`src/rtl/uart_tx_mmio_if.sv`:
```
// Store-bus view of the UART transmitter: the core's store strobe, address and
// data going in, and the polled status word coming back.
interface uart_tx_mmio_if;
  logic        we;
  logic [31:0] a;
  logic [31:0] wd;
  logic [31:0] stat;

  modport master (output we, a, wd, input stat);
  modport slave  (input we, a, wd, output stat);
endinterface

```
`src/rtl/uart_tx_mmio.sv`:
```
// Memory-mapped 8N1 UART transmitter: stores to TX_ADDR fill a byte FIFO that
// is serialized on txd. STAT_ADDR exposes FIFO/FSM status and clears overflow.
module uart_tx_mmio #(
  parameter int          CLKS_PER_BIT = 868,
  parameter int          DEPTH        = 8,
  parameter logic [31:0] TX_ADDR      = 32'h0000_0800,
  parameter logic [31:0] STAT_ADDR    = 32'h0000_0804
) (
  input  logic           sysclk,
  input  logic           reset,
  uart_tx_mmio_if.slave  bus,
  output logic           txd,
  output logic           busy
);

  localparam int              AW       = $clog2(DEPTH);
  localparam int              CW       = AW + 1;
  localparam logic [15:0]     RELOAD   = 16'(CLKS_PER_BIT - 1);
  localparam logic [CW-1:0]   FULL_CNT = CW'(DEPTH);

  typedef enum logic [1:0] {IDLE, START, DATA, STOP} state_t;

  logic [7:0]    mem [DEPTH];
  logic [AW-1:0] rd_ptr, wr_ptr;
  logic [CW-1:0] count;
  logic          ovf;
  logic          full, empty;
  logic          push_req, push_ok, ovf_clr, pop;

  state_t        state, state_d;
  logic [15:0]   baud, baud_d;
  logic [2:0]    idx, idx_d;
  logic [7:0]    shift, shift_d;
  logic          txd_d;

  // Upper store-data bits carry nothing for this block.
  logic          unused_wd;
  assign unused_wd = ^bus.wd[31:8];

  assign full     = (count == FULL_CNT);
  assign empty    = (count == '0);
  assign push_req = bus.we && (bus.a == TX_ADDR);
  assign ovf_clr  = bus.we && (bus.a == STAT_ADDR) && bus.wd[3];
  // A full FIFO still takes a push when the head leaves in the same cycle.
  assign push_ok  = push_req && (!full || pop);

  assign busy     = (state != IDLE);
  assign bus.stat = {17'd0, 7'(count), 4'd0, ovf, busy, empty, full};

  // NOTE: payload storage has no reset; emptiness is carried by count and the pointers.
  always_ff @(posedge sysclk) begin
    if (push_ok) mem[wr_ptr] <= bus.wd[7:0];
  end

  // NOTE: sequential state uses non-blocking assignments so every register samples pre-edge values.
  always_ff @(posedge sysclk or negedge reset) begin
    if (!reset) begin
      rd_ptr <= '0;
      wr_ptr <= '0;
      count  <= '0;
      ovf    <= 1'b0;
    end else begin
      if (push_ok) wr_ptr <= wr_ptr + AW'(1);
      if (pop)     rd_ptr <= rd_ptr + AW'(1);
      case ({push_ok, pop})
        2'b10:   count <= count + CW'(1);
        2'b01:   count <= count - CW'(1);
        default: count <= count;
      endcase
      // A rejected push wins over a clear in the same cycle.
      if (push_req && !push_ok) ovf <= 1'b1;
      else if (ovf_clr)         ovf <= 1'b0;
    end
  end

  always_ff @(posedge sysclk or negedge reset) begin
    if (!reset) begin
      state <= IDLE;
      baud  <= '0;
      idx   <= '0;
      shift <= '0;
      txd   <= 1'b1;
    end else begin
      state <= state_d;
      baud  <= baud_d;
      idx   <= idx_d;
      shift <= shift_d;
      txd   <= txd_d;
    end
  end

  // NOTE: every output of this block gets a default first so no latch is inferred.
  always_comb begin
    state_d = state;
    baud_d  = baud;
    idx_d   = idx;
    shift_d = shift;
    pop     = 1'b0;
    case (state)
      IDLE: begin
        if (!empty) begin
          pop     = 1'b1;
          shift_d = mem[rd_ptr];
          baud_d  = RELOAD;
          state_d = START;
        end
      end
      START: begin
        if (baud == '0) begin
          baud_d  = RELOAD;
          idx_d   = '0;
          state_d = DATA;
        end else begin
          baud_d = baud - 16'd1;
        end
      end
      DATA: begin
        if (baud == '0) begin
          shift_d = shift >> 1;
          idx_d   = idx + 3'd1;
          baud_d  = RELOAD;
          if (idx == 3'd7) state_d = STOP;
        end else begin
          baud_d = baud - 16'd1;
        end
      end
      STOP: begin
        if (baud == '0) begin
          if (!empty) begin
            pop     = 1'b1;
            shift_d = mem[rd_ptr];
            baud_d  = RELOAD;
            state_d = START;
          end else begin
            state_d = IDLE;
          end
        end else begin
          baud_d = baud - 16'd1;
        end
      end
      default: state_d = IDLE;
    endcase

    // txd is registered: derive the level the line takes in the next state.
    case (state_d)
      START:   txd_d = 1'b0;
      DATA:    txd_d = shift_d[0];
      default: txd_d = 1'b1;
    endcase
  end

endmodule

```
`src/flat_wrapper.sv`:
```
// flat-port wrapper written by rule: the top's interface ports become plain ports
module uart_tx_mmio_flat 
#(
  parameter int          CLKS_PER_BIT = 868,
  parameter int          DEPTH        = 8,
  parameter logic [31:0] TX_ADDR      = 32'h0000_0800,
  parameter logic [31:0] STAT_ADDR    = 32'h0000_0804
)
  (sysclk, reset, txd, busy, bus_we, bus_a, bus_wd, bus_stat);
  uart_tx_mmio_if bus_i ();
  input  logic sysclk;
  input  logic reset;
  output logic txd;
  output logic busy;
  input wire logic [$bits(bus_i.we)-1:0] bus_we;
  input wire logic [$bits(bus_i.a)-1:0] bus_a;
  input wire logic [$bits(bus_i.wd)-1:0] bus_wd;
  output wire logic [$bits(bus_i.stat)-1:0] bus_stat;
  assign bus_i.we = bus_we;
  assign bus_i.a = bus_a;
  assign bus_i.wd = bus_wd;
  assign bus_stat = bus_i.stat;
  uart_tx_mmio #(.CLKS_PER_BIT(CLKS_PER_BIT), .DEPTH(DEPTH), .TX_ADDR(TX_ADDR), .STAT_ADDR(STAT_ADDR)) u_core (.sysclk(sysclk), .reset(reset), .bus(bus_i), .txd(txd), .busy(busy));
endmodule
```
`config.mk`:
```
export PLATFORM = sky130hd
export DESIGN_NAME = uart_tx_mmio_flat
export DESIGN_NICKNAME = d
export VERILOG_FILES = /design/src/rtl/uart_tx_mmio_if.sv /design/src/rtl/uart_tx_mmio.sv /design/src/flat_wrapper.sv
export SDC_FILE = /design/constraint.sdc
export NUM_CORES = 1
export LEC_CHECK = 0
export ABC_AREA = 0
export CORE_ASPECT_RATIO = 1.1
export CORE_UTILIZATION = 56
export DETAILED_ROUTE_END_ITERATION = 7
export PLACE_DENSITY = 0.85
export SYNTH_ARGS = -nofsm -noshare
export SYNTH_HDL_FRONTEND = slang
export SYNTH_SLANG_ARGS = --single-unit
```
`constraint.sdc`:
```
create_clock -name sysclk -period 9.45 [get_ports sysclk]
set_input_delay 2.3625 -clock sysclk [delete_from_list [all_inputs] [get_ports sysclk]]
set_output_delay 2.3625 -clock sysclk [all_outputs]
set_load 0.01 [all_outputs]
```
==> results_dict.tcl <==
set metrics [dict create \
    cp-end-kind "output pin" \
    final_layout_size_suffix_gt1_frac 0.0991 \
    routedWlPerCell_um 18.2 \
    finalPower_mw 0.792 \
    fmax_ghz 0.189 \
    cts-resized-gates 0 \
    setup_tns_ps 0 \
    antenna_found_initial 0 \
    viasPerCell 6.04 \
    worstSkewPairLatency_ps 380 \
    worst_path_largest_cell_delay_ps 950 \
    port_buffers 52 \
    grt.busiest_layer "met2" \
    r2r_slack_ps 5320 \
    syn_to_final_growth_pct 12.7 \
    grt_usage 0.233 \
    grt_max_degree 42 \
    placeableCoreArea_mm2 0.00896 \
    grtUsageMet2 0.409 \
    crit_buf_inv 2 \
    holdBufCountCts 0 \
    crit_fanout 24 \
    cts_buffers 9 \
    final_cell_mix "edfxtp_1 (64), clkdlybuf4s50_1 (51), dfrtp_1 (40)" \
    netlist_area_mm2 0.00524 \
    wl_mm 10.3 \
    grt_overflow_total 0 \
    grtUsageMet3 0.0344 \
    clk_path_buf_depth 2 \
    dp_hpwl_mm 7.14 \
    path_cells "or4_1 > inv_1 > clkdlybuf4s50_1" \
    fill_cells 642 \
    ant_nets 0 \
    dp.cells 552 \
    cts_tree "done" \
    gp_routability_congestion 0.851 \
    cp_top_family "buffers and inverters" \
    hold_path.startpoint "u_core.baud[7]" \
    fp.dieH_um 103 \
    synthArstFlopShare 0.390 \
    finalNonFillerCells 568 \
    worstHoldEndpoint "u_core.baud[7]" \
    layout_commonest_cell "edfxtp_1" \
    fin_crit_sh 0.559 \
    via_count 3428 \
    powerDensity_mw_per_mm2 134 \
    synth_edf_count 64 \
    critPathSlowestCell "or4_1" \
    syn_inst 412 \
    root_buffer "clkbuf_8" \
    drv_cap 0 \
    tightest_slew_ps 1010 \
    worstPathRequired_ps 7090 \
    drt_pass1_iterations 4 \
    seq_area_mm2 0.00295 \
    hold_violations 0 \
    hp-class "flip-flop to flip-flop" \
    htreeDepth 3 \
    die_w_um 94.3 \
    synth_cell_types 58 \
    synth-seq-cells 105 \
    fin_hold_ws_ps 495 \
    seq_area_frac_synth 0.563 \
    ios 101 \
    timing.rr.start "u_core.baud[0]" \
    die_area_mm2 0.00975 \
    route.detailed.drc 0 \
    hold_depth 2 \
    cp.arrival_ps 2920 \
    finalSetupViolCount 0 \
    start_kind "flip-flop" \
    rsz0062_at_grt "false" \
    clkTransAtPathRegs_ps 110 \
    dr.first_iter.drc_count 158 \
    p_leak_nw 2.19 \
    nets 529 \
    r2r_cells 7 \
    initial_core_util 0.585 \
    antennaDiodeCount 0 \
    multi_input_area_mm2 0.00204 \
    first_global_vias 3523 \
    synth_warnings 0 \
    irDropWorstVdd_v 0.0000983 \
    syn_area_per_cell_um2 12.7 \
    reg2reg_to "u_core.mem[3][0]" \
    period_minus_slack_ps 5290 \
    skew_ps 12.6 \
    status "completed" \
    post_cts_buffers 0 \
    slew_headroom 0.324 \
    maxSlewViolCount 0 \
    synth_flop_cell "edfxtp_1" \
    clock_sinks 105 \
    grt_pass1_wl_mm 17.0 \
    rows 36 \
    gr-usage-met1 0.288 \
    worstSetupPathType "flip-flop to output pin" \
]
[metal layers]
| layer | vias up | wire (µm) |
|---|---|---|
| li1 | 1620 | - |
| met1 | 1694 | 4490 |
| met2 | 96 | 5330 |
| met3 | 18 | 316 |
| met4 | 0 | 208 |
| met5 | - | 0 |
[worst max path at each step]
stage                          startpoint  cells after the start                to  slack, ps
after global placement          bus_a[29]                      6  u_core.mem[7][1]       4180
final                     u_core.count[0]                      3       bus_stat[1]       4160
after global routing            bus_a[29]                      6  u_core.mem[3][0]       3950
after floorplan                 bus_a[24]                      5  u_core.mem[1][0]       4900
after CTS                 u_core.count[0]                      3       bus_stat[1]       4190
after detailed placement        bus_a[24]                      6  u_core.mem[3][1]       3980
[metrics by stage]
| stage | instance area (µm²) | setup slack [ps] | util |
|---|---|---|---|
| after detailed placement | 5710 | 3980 | 0.637 |
| after CTS | 5910 | 4190 | 0.659 |
| after floorplan | 5330 | 4900 | - |
| after global routing | 5910 | 3950 | 0.659 |
| final | 5910 | 4160 | 0.659 |
| after global placement | 5710 | 4180 | 0.637 |
[registers in the layout, summed over array words and instances (netlist names)]
name / count
u_core.state: 2
u_core.baud: 16
u_core.shift: 8
u_core.rd_ptr: 3
u_core.txd: 1
u_core.wr_ptr: 3
u_core.count: 4
u_core.mem: 64
u_core.idx: 3
u_core.ovf: 1
[worst reg2reg max path, stage by stage, from the launching register on]
cell and delay (ps):
dfrtp_1 420, inv_1 110, ha_1 210, or4b_1 650
or4_1 800, o211ai_1 560, nand3_1 240, nor2_1 770
[synth_stat cells, types with 3 or more instances]
library cell | count | area, µm²
a31oi_1 | 3 | 18.8
buf_4 | 28 | 210
nand2_1 | 17 | 63.8
mux4_2 | 16 | 360
mux2i_1 | 9 | 90.1
o41ai_1 | 7 | 61.3
or4_1 | 7 | 52.6
o22ai_1 | 5 | 31.3
clkbuf_1 | 17 | 63.8
nand2b_1 | 3 | 18.8
xnor2_1 | 7 | 61.3
o22a_1 | 4 | 35.0
ha_1 | 12 | 150
o2bb2ai_1 | 3 | 26.3
dfrtp_1 | 40 | 1000
nor4b_1 | 3 | 26.3
nand3_1 | 4 | 20.0
nor3_1 | 14 | 70.1
a21oi_1 | 14 | 70.1
a211oi_1 | 8 | 60.1
nor3b_1 | 3 | 22.5
a221o_1 | 6 | 60.1
edfxtp_1 | 64 | 1920
buf_2 | 5 | 25.0
or3_1 | 5 | 31.3
o21ai_0 | 9 | 45.0
nor2_1 | 30 | 113
inv_1 | 10 | 37.5
nor4_1 | 14 | 87.6
a21o_1 | 7 | 52.6
[report_power, final]
group	switching (mW)	internal [mW]	leakage [nW]
clock network	0.170	0.106	0.103
logic	0.0137	0.0155	1.00
registers	0.000000000316	0.487	1.08
[area by class of cell]
| type | count | share of cell area |
|---|---|---|
| repair buffers | 55 | 0.0910 |
| multi-input cells | 268 | 0.346 |
| well taps | 114 | 0.0241 |
| clock buffers | 9 | 0.0210 |
| flip-flops and latches | 105 | 0.499 |
| clock inverters | 7 | 0.0129 |
| inverters | 10 | 0.00635 |
[kinds of logic after synthesis]
group,count (synthesis),share of synthesized area
simple gates,107,0.106
flops,105,0.563
compound gates,86,0.121
buf+inv,62,0.0656
mux,29,0.0959
fa+ha+maj,13,0.0325
xor+xnor,9,0.0150
other cells,1,0.000715
(Power assumes the default switching activity.)
